[src/rtl/abr_ram_rd_streamer_pkg.sv]
// Shared types and constants for the RAM read streamer and its output buffer.
package abr_ram_rd_streamer_pkg;

   // Sequencer states. The debug port carries this enum so checkers can
   // bind to readable names.
   typedef enum logic [1:0] {
      IDLE  = 2'd0,
      RUN   = 2'd1,
      DRAIN = 2'd2,
      DONE  = 2'd3
   } rd_strm_state_e;

   // Raw encodings used by the FSM registers.
   localparam logic [1:0] ST_IDLE  = 2'd0;
   localparam logic [1:0] ST_RUN   = 2'd1;
   localparam logic [1:0] ST_DRAIN = 2'd2;
   localparam logic [1:0] ST_DONE  = 2'd3;

   // Output buffer entries. Together with the single in-flight read this
   // bounds outstanding reads.
   localparam int BUF_DEPTH = 2;

   // Credits that will still be in use at the next edge:
   // buffered words plus the read in flight, minus the word leaving now.
   // A pop implies occ >= 1, so the result never underflows.
   function automatic logic [2:0] credits_used(input logic [1:0] occ,
                                               input logic       inflight,
                                               input logic       pop);
      return 3'(occ) + 3'(inflight) - 3'(pop);
   endfunction

endpackage

[src/rtl/abr_ram_rd_streamer_fifo2.sv]
// Two-entry register FIFO with a data word and a last tag per entry.
// The head entry sits in its own register, so the stream outputs come
// straight from flops. The head changes only on a pop or on a push into an
// empty buffer. Push and pop may happen in the same cycle at any occupancy.
module abr_fifo2
   import abr_ram_rd_streamer_pkg::*;
#(
   parameter int W = 32
) (
   input  logic         clk_i,
   input  logic         rst_b,
   input  logic         clr_i,
   input  logic         push_i,
   input  logic [W-1:0] push_data_i,
   input  logic         push_last_i,
   input  logic         pop_i,
   output logic [W-1:0] head_data_o,
   output logic         head_last_o,
   output logic [1:0]   occ_o
);

   logic [W-1:0] head_data_q, head_data_d;
   logic         head_last_q, head_last_d;
   logic [W-1:0] tail_data_q, tail_data_d;
   logic         tail_last_q, tail_last_d;
   logic [1:0]   occ_q, occ_d;

   // Next-state of the two entries and the occupancy count.
   always_comb begin
      head_data_d = head_data_q;
      head_last_d = head_last_q;
      tail_data_d = tail_data_q;
      tail_last_d = tail_last_q;
      occ_d       = occ_q;
      if (clr_i) begin
         head_data_d = '0;
         head_last_d = 1'b0;
         tail_data_d = '0;
         tail_last_d = 1'b0;
         occ_d       = 2'd0;
      end else begin
         case ({push_i, pop_i})
            2'b10: begin
               if (occ_q == 2'd0) begin
                  head_data_d = push_data_i;
                  head_last_d = push_last_i;
                  occ_d       = 2'd1;
               end else if (occ_q == 2'd1) begin
                  tail_data_d = push_data_i;
                  tail_last_d = push_last_i;
                  occ_d       = 2'd2;
               end
            end
            2'b01: begin
               if (occ_q == 2'd2) begin
                  head_data_d = tail_data_q;
                  head_last_d = tail_last_q;
                  occ_d       = 2'd1;
               end else if (occ_q == 2'd1) begin
                  // Buffer empties: drop the tag so last_o does not linger.
                  head_last_d = 1'b0;
                  occ_d       = 2'd0;
               end
            end
            2'b11: begin
               if (occ_q == 2'd2) begin
                  head_data_d = tail_data_q;
                  head_last_d = tail_last_q;
                  tail_data_d = push_data_i;
                  tail_last_d = push_last_i;
               end else begin
                  // At occupancy 1 the new word replaces the departing head.
                  // At occupancy 0 the pop is not real, so this is a plain push.
                  head_data_d = push_data_i;
                  head_last_d = push_last_i;
                  occ_d       = 2'd1;
               end
            end
            default: ;
         endcase
      end
   end

   // Entry and occupancy registers.
   always_ff @(posedge clk_i or negedge rst_b) begin
      if (!rst_b) begin
         head_data_q <= '0;
         head_last_q <= 1'b0;
         tail_data_q <= '0;
         tail_last_q <= 1'b0;
         occ_q       <= 2'd0;
      end else begin
         head_data_q <= head_data_d;
         head_last_q <= head_last_d;
         tail_data_q <= tail_data_d;
         tail_last_q <= tail_last_d;
         occ_q       <= occ_d;
      end
   end

   assign head_data_o = head_data_q;
   assign head_last_o = head_last_q;
   assign occ_o       = occ_q;

   a_no_overflow: assert property (@(posedge clk_i) disable iff (!rst_b)
      !(push_i && !pop_i && !clr_i && (occ_q == 2'(BUF_DEPTH))));

endmodule

[src/rtl/abr_ram_rd_streamer.sv]
// Read-side sequencer for a 1R1W RAM with a registered read port.
// A burst of len_i words starting at base_addr_i (wrapping at DEPTH) is
// issued to the RAM and streamed out with full backpressure.
//
// Handshake: a word transfers on every rising edge where valid_o and
// ready_i are both high. While valid_o is high and ready_i is low, data_o
// and last_o hold their values. valid_o never depends on ready_i.
module abr_ram_rd_streamer
   import abr_ram_rd_streamer_pkg::*;
#(
   parameter  int DEPTH      = 64,
   parameter  int DATA_WIDTH = 32,
   localparam int ADDR_WIDTH = $clog2(DEPTH)
) (
   input  logic                  clk_i,
   input  logic                  rst_b,
   input  logic                  zeroize_i,
   input  logic                  start_i,
   input  logic [ADDR_WIDTH-1:0] base_addr_i,
   input  logic [ADDR_WIDTH:0]   len_i,
   output logic                  busy_o,
   output logic                  done_o,
   output logic                  re_o,
   output logic [ADDR_WIDTH-1:0] raddr_o,
   input  logic [DATA_WIDTH-1:0] rdata_i,
   output logic                  valid_o,
   input  logic                  ready_i,
   output logic [DATA_WIDTH-1:0] data_o,
   output logic                  last_o,
   output rd_strm_state_e        dbg_state_o
);

   localparam logic [ADDR_WIDTH-1:0] PTR_MAX = ADDR_WIDTH'(DEPTH - 1);
   localparam logic [ADDR_WIDTH:0]   LEN_MAX = (ADDR_WIDTH + 1)'(DEPTH);
   localparam logic [ADDR_WIDTH:0]   LEN_ONE = (ADDR_WIDTH + 1)'(1);

   logic [1:0]            state_q, state_d;
   logic [ADDR_WIDTH-1:0] rd_ptr_q, rd_ptr_d;
   logic [ADDR_WIDTH:0]   remain_q, remain_d;
   logic                  inflight_q, inflight_d;
   logic                  inflight_last_q, inflight_last_d;

   logic [1:0]            occ;
   logic                  head_last;
   logic                  pop;
   logic                  issue;
   logic                  issue_last;
   logic [ADDR_WIDTH-1:0] rd_ptr_inc;

   // Stream side: valid whenever the buffer holds a word.
   assign valid_o = (occ != 2'd0);
   assign pop     = valid_o & ready_i;
   assign last_o  = head_last;

   // Credit check: issue only if the new read still fits in the buffer
   // once the words already buffered or in flight have landed.
   assign issue      = (state_q == ST_RUN) && (credits_used(occ, inflight_q, pop) < 3'(BUF_DEPTH));
   assign issue_last = issue && (remain_q == LEN_ONE);
   assign rd_ptr_inc = (rd_ptr_q == PTR_MAX) ? '0 : rd_ptr_q + ADDR_WIDTH'(1);

   // Sequencer FSM, address pointer, remaining count and in-flight tracking.
   always_comb begin
      state_d         = state_q;
      rd_ptr_d        = rd_ptr_q;
      remain_d        = remain_q;
      inflight_d      = issue;
      inflight_last_d = issue_last;
      if (zeroize_i) begin
         state_d         = ST_IDLE;
         rd_ptr_d        = '0;
         remain_d        = '0;
         inflight_d      = 1'b0;
         inflight_last_d = 1'b0;
      end else begin
         case (state_q)
            ST_IDLE: begin
               if (start_i) begin
                  rd_ptr_d = base_addr_i;
                  remain_d = len_i;
                  state_d  = (len_i == '0) ? ST_DONE : ST_RUN;
               end
            end
            ST_RUN: begin
               if (issue) begin
                  rd_ptr_d = rd_ptr_inc;
                  remain_d = remain_q - LEN_ONE;
                  if (issue_last) state_d = ST_DRAIN;
               end
            end
            ST_DRAIN: begin
               if (pop && head_last) state_d = ST_DONE;
            end
            ST_DONE: begin
               state_d = ST_IDLE;
            end
            default: state_d = ST_IDLE;
         endcase
      end
   end

   // Control registers.
   always_ff @(posedge clk_i or negedge rst_b) begin
      if (!rst_b) begin
         state_q         <= ST_IDLE;
         rd_ptr_q        <= '0;
         remain_q        <= '0;
         inflight_q      <= 1'b0;
         inflight_last_q <= 1'b0;
      end else begin
         state_q         <= state_d;
         rd_ptr_q        <= rd_ptr_d;
         remain_q        <= remain_d;
         inflight_q      <= inflight_d;
         inflight_last_q <= inflight_last_d;
      end
   end

   // Returning read data is captured only when a read is actually in
   // flight. A read abandoned by zeroize lands with inflight_q already clear.
   abr_fifo2 #(.W(DATA_WIDTH)) u_buf (
      .clk_i       (clk_i),
      .rst_b       (rst_b),
      .clr_i       (zeroize_i),
      .push_i      (inflight_q),
      .push_data_i (rdata_i),
      .push_last_i (inflight_last_q),
      .pop_i       (pop),
      .head_data_o (data_o),
      .head_last_o (head_last),
      .occ_o       (occ)
   );

   assign re_o        = issue;
   assign raddr_o     = rd_ptr_q;
   assign busy_o      = (state_q != ST_IDLE);
   assign done_o      = (state_q == ST_DONE);
   assign dbg_state_o = rd_strm_state_e'(state_q);

   a_re_only_run: assert property (@(posedge clk_i) disable iff (!rst_b)
      re_o |-> (state_q == ST_RUN));

   a_stall_stable: assert property (@(posedge clk_i) disable iff (!rst_b)
      (valid_o && !ready_i && !zeroize_i) |=> ($stable(data_o) && $stable(last_o)));

   a_len_legal: assert property (@(posedge clk_i) disable iff (!rst_b)
      (state_q == ST_IDLE && start_i && !zeroize_i) |-> (len_i <= LEN_MAX));

endmodule

[config.mk]
export PLATFORM = sky130hd
export DESIGN_NAME = abr_ram_rd_streamer
export DESIGN_NICKNAME = d
export VERILOG_FILES = /design/src/rtl/abr_ram_rd_streamer_pkg.sv /design/src/rtl/abr_ram_rd_streamer_fifo2.sv /design/src/rtl/abr_ram_rd_streamer.sv
export SDC_FILE = /design/constraint.sdc
export NUM_CORES = 1
export LEC_CHECK = 0
export ABC_AREA = 1
export CORE_ASPECT_RATIO = 2
export CORE_MARGIN = 5
export CORE_UTILIZATION = 50
export DETAILED_ROUTE_END_ITERATION = 7
export PLACE_DENSITY = 0.78
export RECOVER_POWER = 50
export SYNTH_ARGS = -nofsm -noshare
export SYNTH_HDL_FRONTEND = slang
export SYNTH_SLANG_ARGS = --single-unit
[constraint.sdc]
create_clock -name clk_i -period 4.45 [get_ports clk_i]
set_input_delay 1.1125 -clock clk_i [delete_from_list [all_inputs] [get_ports clk_i]]
set_output_delay 1.1125 -clock clk_i [all_outputs]
set_load 0.01 [all_outputs]
* Yosys cells after proc, flatten, opt, wreduce, memory -nomap -nowiden
Index checks and enable logic that the tools add are counted.
** Word-level totals
- Flip-flop bits (word level) :: 85
- Input bits :: 50
** Cells by class
- $add $sub $neg :: 4
- Equality and inequality tests :: 22
- $lt $le $gt $ge :: 1
- Reduce and logical (&&, ||, !) cells :: 17
- Bitwise logic cells :: 1
- Multiplexer cells :: 46
** Operators with widths (count)
- 2-to-1 mux 32 bit :: 8
- case mux 32 bit (3 select lines) :: 1
- case mux 32 bit (2 select lines) :: 1
- 2-to-1 mux 2 bit :: 12
- 2-to-1 mux 6 bit :: 4
- 2-to-1 mux 7 bit :: 3
- != test 3 bit, second input constant :: 6
- case mux 7 bit (2 select lines) :: 1
- != test 3 x 2 -> 1 bit, second input constant :: 4
- case mux 6 bit (2 select lines) :: 1
- AND reduction 4 bit :: 3
- 2-to-1 mux 1 bit :: 11
- == test 2 bit, second input constant :: 5
- AND reduction 3 bit :: 3
- != test 4 x 2 -> 1 bit, second input constant :: 2
- case mux 2 bit (4 select lines) :: 1
- == test 7 x 1 -> 1 bit, second input constant :: 1
- logical NOT 7 bit :: 1
- subtractor 7 x 1 -> 7 bit, second input constant :: 1
- adder 6 x 1 -> 6 bit, second input constant :: 1
- == test 2 x 1 -> 1 bit, second input constant :: 3
- == test 6 bit, second input constant :: 1
- case mux 2 bit (3 select lines) :: 1
- nonzero test 3 bit :: 2
- 10 further kinds :: 14

* Depth between registers and ports, before layout
Gate-level depths: netlist of run 1.
- Word-level depth :: 10
- Depth in mapped cells :: 17
- Depth with buffers taken out :: 16

* Hierarchy
A second synthesis of run 1 with hierarchy kept.
** Second synthesis, totals
- Cells, all modules :: 665
- Area, all modules :: 4747.1 µm²
** Modules (own cells, without submodules)
- abr_fifo2 :: seq. area each 1701.6 µm², area an instance 3384.5 µm², cells each 472, times used 1
- abr_ram_rd_streamer :: seq. area each 425.4 µm², area an instance 1362.6 µm², cells each 193, times used 1

* Least setup slack after synthesis of run 1
Ideal clock, no wire load.
- Kind :: input to output
- From :: input ready_i
- To :: output re_o
- Arrival :: 2319 ps
- Path slack :: 1018 ps
- Stages :: 7
- Buffers on the path :: 0
- Cells stage by stage :: nand2_2 > nor2_1 > o21ai_0 > fa_1 > nand2_1 > nand3b_4 > inv_1
** Between the ends
- Word-level cells in the longest chain between the ends :: 4
** Ends and longest elaborated chain
- start: declaration :: RTL line abr_ram_rd_streamer.sv:27 : input logic ready_i,
- AND 1 bit :: RTL line abr_ram_rd_streamer.sv:52 : assign pop = valid_o & ready_i;
- subtractor 3 x 1 -> 3 bit :: RTL line abr_ram_rd_streamer_pkg.sv:29 : return 3'(occ) + 3'(inflight) - 3'(pop);
- < comparator 3 x 2 -> 1 bit :: RTL line abr_ram_rd_streamer.sv:57 : assign issue = (state_q == ST_RUN) && (credits_used(occ, inflight_q, pop) < 3'(BUF_DEPTH));
- logical AND 1 bit :: RTL line abr_ram_rd_streamer.sv:57
- end: declaration :: RTL line abr_ram_rd_streamer.sv:23 : output logic re_o,
No other way between the ends.

* Worst setup path in the final report of run 1
Same ends and word-level chain as after synthesis.

==> results of run 1 <==
## Yosys cell counts (5+ instances only)
library cell  number  share of area [%]
ha_1              11                3.0
buf_4              5               0.81
inv_2              5               0.40
inv_1             18                1.5
buf_2             11                1.2
nand3_1           49                5.3
dfrtp_1           85                 46
o21ai_1           16                1.7
nand2_1          304                 25
nand2_2           14                1.9
nor2_1            29                2.3
buf_6             11                2.7
o21ai_0           32                3.4
## per-layer routing
layer / vias up / global-route usage (%) / wire length, µm
met5: - / 0 / 0
li1: 2109 / - / -
met2: 129 / 39.5 / 6370
met1: 2040 / 22.3 / 4310
met4: 0 / 11.1 / 297
met3: 24 / 3.33 / 542
## cell type report
class                           instances  area (µm²)
Timing Repair Buffer                  101         991
Inverter                               25        95.1
Clock inverter                          6        86.3
Fill cell                             800        3220
Sequential cell                        85        2130
Multi-Input combinational cell        479        2200
Clock buffer                           10         229
Tap cell                              102         128
## state kept, by name, summed over array words and instances, names as in the netlist
register           flops
inflight_last_q        1
u_buf.occ_o            2
u_buf.tail_last_q      1
dbg_state_o            2
u_buf.tail_data_q     32
u_buf.head_data_o     32
inflight_q             1
u_buf.head_last_o      1
remain_q               7
raddr_o                6
## through the flow
| stage | total power [mW] | setup WS (ns) | area [µm²] | utilization, % |
|---|---|---|---|---|
| 3_3_place_gp | 2.46 | 0.0871 | 5530 | 61.0 |
| 3_5_place_dp | 2.52 | 0.0229 | 5530 | 61.0 |
| 5_1_grt | 3.54 | 0.345 | 5860 | 64.5 |
| 6_report | 3.29 | 0.439 | 5860 | 64.5 |
| 2_1_floorplan | 2.01 | 1.02 | 4650 | - |
| 4_1_cts | 3.33 | 0.0191 | 5850 | 64.5 |
## final timing paths
kind / slack [ns] / startpoint / end
hold reg to reg: 0.47 / u_buf.head_data_o[9]$_DFFE_PN0P_ / u_buf.head_data_o[9]$_DFFE_PN0P_
setup / recovery: 0.44 / ready_i / re_o
setup reg to reg: 1.46 / u_buf.occ_o[1]$_DFFE_PN0P_ / remain_q[2]$_DFFE_PN0P_
min in group asynchronous: 1.35 / rst_b / u_buf.head_data_o[23]$_DFFE_PN0P_
hold / removal: 0.47 / u_buf.head_data_o[9]$_DFFE_PN0P_ / u_buf.head_data_o[9]$_DFFE_PN0P_
max in group asynchronous: 1.83 / rst_b / u_buf.head_data_o[30]$_DFFE_PN0P_
## power breakdown
| group | internal, mW | total [mW] | switching (mW) |
|---|---|---|---|
| logic | 0.558 | 1.35 | 0.794 |
| registers | 0.977 | 1.14 | 0.160 |
| clock network | 0.492 | 0.800 | 0.308 |
| total | 2.03 | 3.29 | 1.26 |
## tightest hold or removal path, delay by kind of cell (launching register included)
kind	cells	cell delay (ns)
flops	1	0.34
simple gates	2	0.10
## repair_timing
item	in CTS	in global routing
endpoints found under the setup margin	0	1
buffers inserted	0	1
gates resized for setup	0	2
## logic make-up (layout without fill, tap and decap cells)
kind of cell               after synthesis  in the layout  share of synthesized area, %
xor gates and xnor gates                 2              2                         0.377
buffers and inverters                   56            142                          7.03
AOI/OAI and AO/OA                       56             56                          6.44
DFF                                     85             85                          45.8
adders and majority gates               12             12                          3.39
and+or+nand+nor                        409            409                          37.0
==> run_results.csv, run 1 <==
group,metric,value,unit
die,num_rows,49,
die,dieArea,11400,µm²
clock_network,cts_hold_buf,0,
setup_path,ff2ff_path_depth,15,
clock_network,cts_buffer_depth,2,
sta,rsz0062_at_grt,"false",
clock_network,cts_made_buffers,9,
setup_path,crit_slowest_cell,"fa_1",
global_routing,grt_max_degree,86,
global_routing,grt_usage,21.2,%
synth,avgSynthCellArea,7.50,µm²
setup_path,critPathBufInv,3,
global_routing,grt_pass1_wl,19.6,mm
pwr,power.density,562,nW/µm²
synth,synth_edf_count,0,
status,violations,"max-capacitance violations, max-slew violations",
status,status,"finished, violations left",
setup_path,required,3.34,ns
drt,ant_nets,0,
drt,totalWireLength,11.5,mm
layout,final_cell_mix,"nand2_1, dfrtp_1, clkdlybuf4s50_1, nand3_1, o21ai_0",
layout,final_common_cell,"nand2_1",
die,ios,95,
layout,syn_to_final_growth,26.0,%
layout,antenna_cells,0,
setup_path,cp.depth,9,
placed_design,gp_congestion,0.831,
die,initial_utilization,51.2,%
synth,synth_cell_types,34,
sta,period_needed,4.01,ns
sta,setup_viol,0,
die,die_w,78.2,µm
drt,avgRoutedWirePerCell,14.3,µm
sta,hold_viol_final,0,
sta,maxSlewViolCount,86,
synth,yosysSeqAreaShare,45.8,%
sta,holdWs,0.474,ns
setup_path,arrival,2.90,ns
placed_design,dp_hpwl,7.91,mm
synth,synth_async_sr_flop_share,100,%
placed_design,portBuffers,94,
global_routing,overflow,0,
run,maxCapViolations,1,
clock_network,cts_tree,"built",
setup_path,crit_family,"buffers and inverters",
synth,netlist_instances,620,
drt,drc_errors,0,
global_routing,grt_pass1_vias,4308,
clock_network,cts_sinks,85,
layout,final_nets,763,
drt,vias,4302,
synth,ys.flop_type,"dfrtp_1",
synth,yosysWarnings,0,
synth,synth_seq_cells,85,
global_routing,grt_antenna_before_repair,0,
sta,worstMarginPinSlew,2.11,ns
pwr,ir_worst_vdd,0.000352,V
sta,relSlewSlack,-40.8,%
sta,fmax,249,MHz
setup_path,crit_fanout,3,
layout,final_cells,808,
setup_path,crit_chain,"clkdlybuf4s50_1 > nand2_2 > nor2_1 > o21ai_1 > fa_1 > nand2_1 > nand3b_4 > inv_1 > dlymetal6s2s_1",
die,core-area,9070,µm²
clock_network,path_clk_slew,0.06,ns
sta,finalCritPeriodShare,90.1,%
setup_path,crit_path_start_kind,"primary input",
die,die_h,146,µm
setup_path,cpPeakStageDelay,0.55,ns
worst_hold_path,whs_path_depth,2,
drt,dr.pass1.iters,4,
placed_design,dp.cells,791,
synth,syn_nets,682,
layout,layout-drive-gt1-share,7.37,%
clock_network,clk_latency,0.34,ns
pwr,p_leak,3.01,nW
drt,vias_per_cell,5.32,
clock_network,htreeDepth,3,
sta,final.setup.tns,0,ns
sta,clock_skew,0.00946,ns
setup_path,cp-end-kind,"output port",
drt,drt-initial-drc-count,240,
worst_hold_path,hold_class,"register to register",
synth,synth_area,4650,µm²
setup_path,crit_type,"primary input to output port",
clock_network,clockRootBuffer,"clkbuf_16",
Power figures use the tool's default switching activity.
==> inputs of run 2 (changes only) <==
--- a/config.mk
+++ b/config.mk
@@ -12,6 +12,8 @@
 export DETAILED_ROUTE_END_ITERATION = 7
 export PLACE_DENSITY = 0.78
 export RECOVER_POWER = 50
+export SLEW_MARGIN = 20
 export SYNTH_ARGS = -nofsm -noshare
 export SYNTH_HDL_FRONTEND = slang
+export SYNTH_HIERARCHICAL = 1
 export SYNTH_SLANG_ARGS = --single-unit
==> constraint.sdc (replaced) <==
create_clock -name clk_i -period 4.9 [get_ports clk_i]
set_input_delay 1.225 -clock clk_i [delete_from_list [all_inputs] [get_ports clk_i]]
set_output_delay 1.225 -clock clk_i [all_outputs]
set_load 0.01 [all_outputs]
==> run_results.csv, run 2 <==
group,metric,value,unit
status,status,"finished, violations left",
status,violations,"max-capacitance violations, max-slew violations",
worst_hold_path,holdPathEnd,"u_buf/tail_data_q[27]$_DFFE_PN0P_",
synth,netlist_instances,665,
sta,maxSlewViolCount,44,
run,maxCapViolations,1,
pwr,power.density,544,nW/µm²
drt,totalWireLength,11.9,mm
setup_path,cp-end-kind,"output port",
layout,antenna_cells,0,
pwr,net-switching-power,1.30,mW
sta,finalCritPeriodShare,89.8,%
die,num_rows,50,
setup_path,crit_type,"primary input to output port",
clock_network,clk_latency,0.34,ns
die,initial_utilization,50.9,%
sta,worstMarginPinSlew,2.24,ns
synth,yosysWarnings,6,
drt,drc_errors,0,
placed_design,dp_hpwl,8.23,mm
clock_network,cts_sinks,85,
sta,setup_viol,0,
drt,ant_nets,0,
die,die_h,148,µm
drt,avgRoutedWirePerCell,13.9,µm
pwr,p_seq_share,34.9,%
layout,syn_to_final_growth,25.9,%
clock_network,cts_setup_buffers,0,
clock_network,cts_hold_buf,0,
placed_design,gp_congestion,0.911,
sta,hold_viol_final,0,
setup_path,critPathBufInv,3,
clock_network,htreeDepth,3,
die,die_w,78.9,µm
global_routing,grt_usage,21.5,%
pwr,ir_worst_vdd,0.000315,V
layout,utilization,64.1,%
worst_hold_path,whs_path_depth,2,
die,ios,95,
setup_path,required,3.67,ns
synth,synthTopCellsByArea,"dfrtp_1, nand2_1, nor2_1, nand3_1, o21ai_0",
pwr,p_sw_share,40.0,%
synth,avgSynthCellArea,7.14,µm²
global_routing,grt_antenna_before_repair,0,
synth,synth_edf_count,0,
setup_path,r2r_start,"u_buf/occ_o[1]$_DFFE_PN0P_",
setup_path,cpPeakStageDelay,0.57,ns
drt,vias,4481,
sta,clock_skew,0.00573,ns
layout,final_cell_mix,"nand2_1, dfrtp_1, nor2_1, clkdlybuf4s50_1, inv_1",
pwr,p_leak,3.19,nW
clock_network,cts_made_buffers,9,
worst_hold_path,hold_path_startpoint,"u_buf/tail_data_q[27]$_DFFE_PN0P_",
setup_path,ff2ff_setup_slack,1.82,ns
die,dieArea,11700,µm²
drt,dr.pass1.iters,6,
setup_path,crit_fanout,3,
clock_network,cts_tree,"built",
sta,final.setup.tns,0,ns
clock_network,cts_buffer_depth,2,
setup_path,crit_chain,"clkdlybuf4s50_1 > o21a_1 > nand2_1 > o21ai_0 > nand2_1 > fa_2 > nand2_2 > inv_2 > nand2_2 > nor2_4 > dlymetal6s2s_1",
sta,fmax,227,MHz
clock_network,path_clk_slew,0.06,ns
global_routing,grt_max_degree,65,
synth,ys.flop_type,"dfrtp_1",
layout,fin_area,5980,µm²
layout,final_cells,856,
placed_design,dp.cells,840,
die,core-area,9320,µm²
setup_path,ff2ff_path_depth,7,
layout,fillCellCount,830,
synth,syn_nets,724,
synth,synth_top_area_share,44.8,%
synth,synth_cell_types,32,
synth,synthMostInstantiatedCell,"nand2_1",
clock_network,cts_resized,0,
drt,vias_per_cell,5.23,
pwr,clkPwrFrac,21.1,%
layout,final_nets,806,
sta,period_needed,4.40,ns
pwr,p_int,1.95,mW
synth,yosysSeqAreaShare,44.8,%
drt,drt-initial-drc-count,278,
setup_path,crit_path_start_kind,"primary input",
clock_network,clockRootBuffer,"clkbuf_16",
worst_hold_path,hold_class,"register to register",
global_routing,grt_pass1_wl,20.3,mm
layout,final_common_cell,"nand2_1",
sta,rsz0062_at_grt,"false",
setup_path,arrival,3.18,ns
setup_path,r2r_end,"u_buf/tail_data_q[24]$_DFFE_PN0P_",
synth,synth_async_sr_flop_share,100,%
global_routing,grt_pass1_vias,4591,
setup_path,crit_family,"buffers and inverters",
pwr,p_comb_share,44.0,%
synth,yosysTopAreaCell,"dfrtp_1",
setup_path,crit_slowest_cell,"fa_2",
synth,synth_area,4750,µm²
synth,synth_seq_cells,85,
placed_design,portBuffers,94,
layout,layout-drive-gt1-share,7.45,%
sta,relSlewSlack,-49.1,%
global_routing,overflow,0,
synth,synth_common_cells,"nand2_1, dfrtp_1, nor2_1, inv_1, nand3_1",
placed_design,placed_area,5680,µm²
## run 2: cell count changes after synthesis, moves of 4 or more
cell     delta
nor2_1     +41
inv_1      +32
nand2_1    -20
o21ai_0     +9
o21ai_1     -9
buf_6       -8
nand2_2     -8
inv_2       +6
nand3_2     +5
buf_4       +4
nand3_1     -4
xor2_1      +4
## run 2: final cells by class
| cell class | instances | area, µm² | area share [%] |
|---|---|---|---|
| timing repair buffer | 100 | 975 | 16.3 |
| clock buffer | 10 | 239 | 4.00 |
| multi-input combinational | 490 | 2220 | 37.1 |
| inverter | 61 | 229 | 3.83 |
| clock inverter | 6 | 61.3 | 1.03 |
| tap | 104 | 130 | 2.18 |
| sequential | 85 | 2130 | 35.6 |
## run 2: worst max path at each step
stage	slack, ns	from	cells past startpoint	end
final	0.50	ready_i	11	re_o
after global routing	0.34	ready_i	11	re_o
after CTS	0.11	ready_i	11	re_o
after detailed placement	0.16	ready_i	11	re_o
after global placement	0.29	ready_i	11	re_o
after floorplan	1.17	ready_i	9	re_o
## run 2: per-stage QoR
step | setup WS [ns] | hold WS, ns | power (mW)
final | 0.498 | 0.471 | 3.25
after global routing | 0.337 | 0.491 | 3.51
after CTS | 0.112 | 0.474 | 3.32
after detailed placement | 0.157 | 0.459 | 2.61
after global placement | 0.291 | 0.453 | 2.56
after floorplan | 1.17 | 0.442 | 2.03
## run 2: layer usage
| layer | up-vias | wire (µm) | global-route usage, % |
|---|---|---|---|
| met1 | 2113 | 4370 | 23.0 |
| met2 | 128 | 6710 | 40.4 |
| met4 | 0 | 275 | 10.4 |
| li1 | 2219 | - | - |
| met5 | - | 0 | 0 |
| met3 | 21 | 504 | 2.74 |
## run 2: kinds of logic after synthesis
group / after synthesis / share of synthesized area [%]
AND/OR/NAND/NOR: 424 / 37.5
buffers and inverters: 90 / 8.59
flip-flops: 85 / 44.8
AO/OA/AOI/OAI: 51 / 5.48
adder cells (fa/ha/maj): 9 / 2.53
XOR/XNOR: 6 / 1.11
## run 2: worst min-delay path: stages, from the launching register on
cell	delay (ns)
dfrtp_1	0.34
nand2_1	0.05
nand2_1	0.05
## run 2: power groups by stage
stage	clock [mW]	sequential (mW)	combinational [mW]
floorplan	0	1.19	0.842
global placement	0	1.14	1.43
detailed placement	0	1.15	1.47
CTS	0.700	1.14	1.48
global route	0.734	1.17	1.60
finish	0.687	1.13	1.43
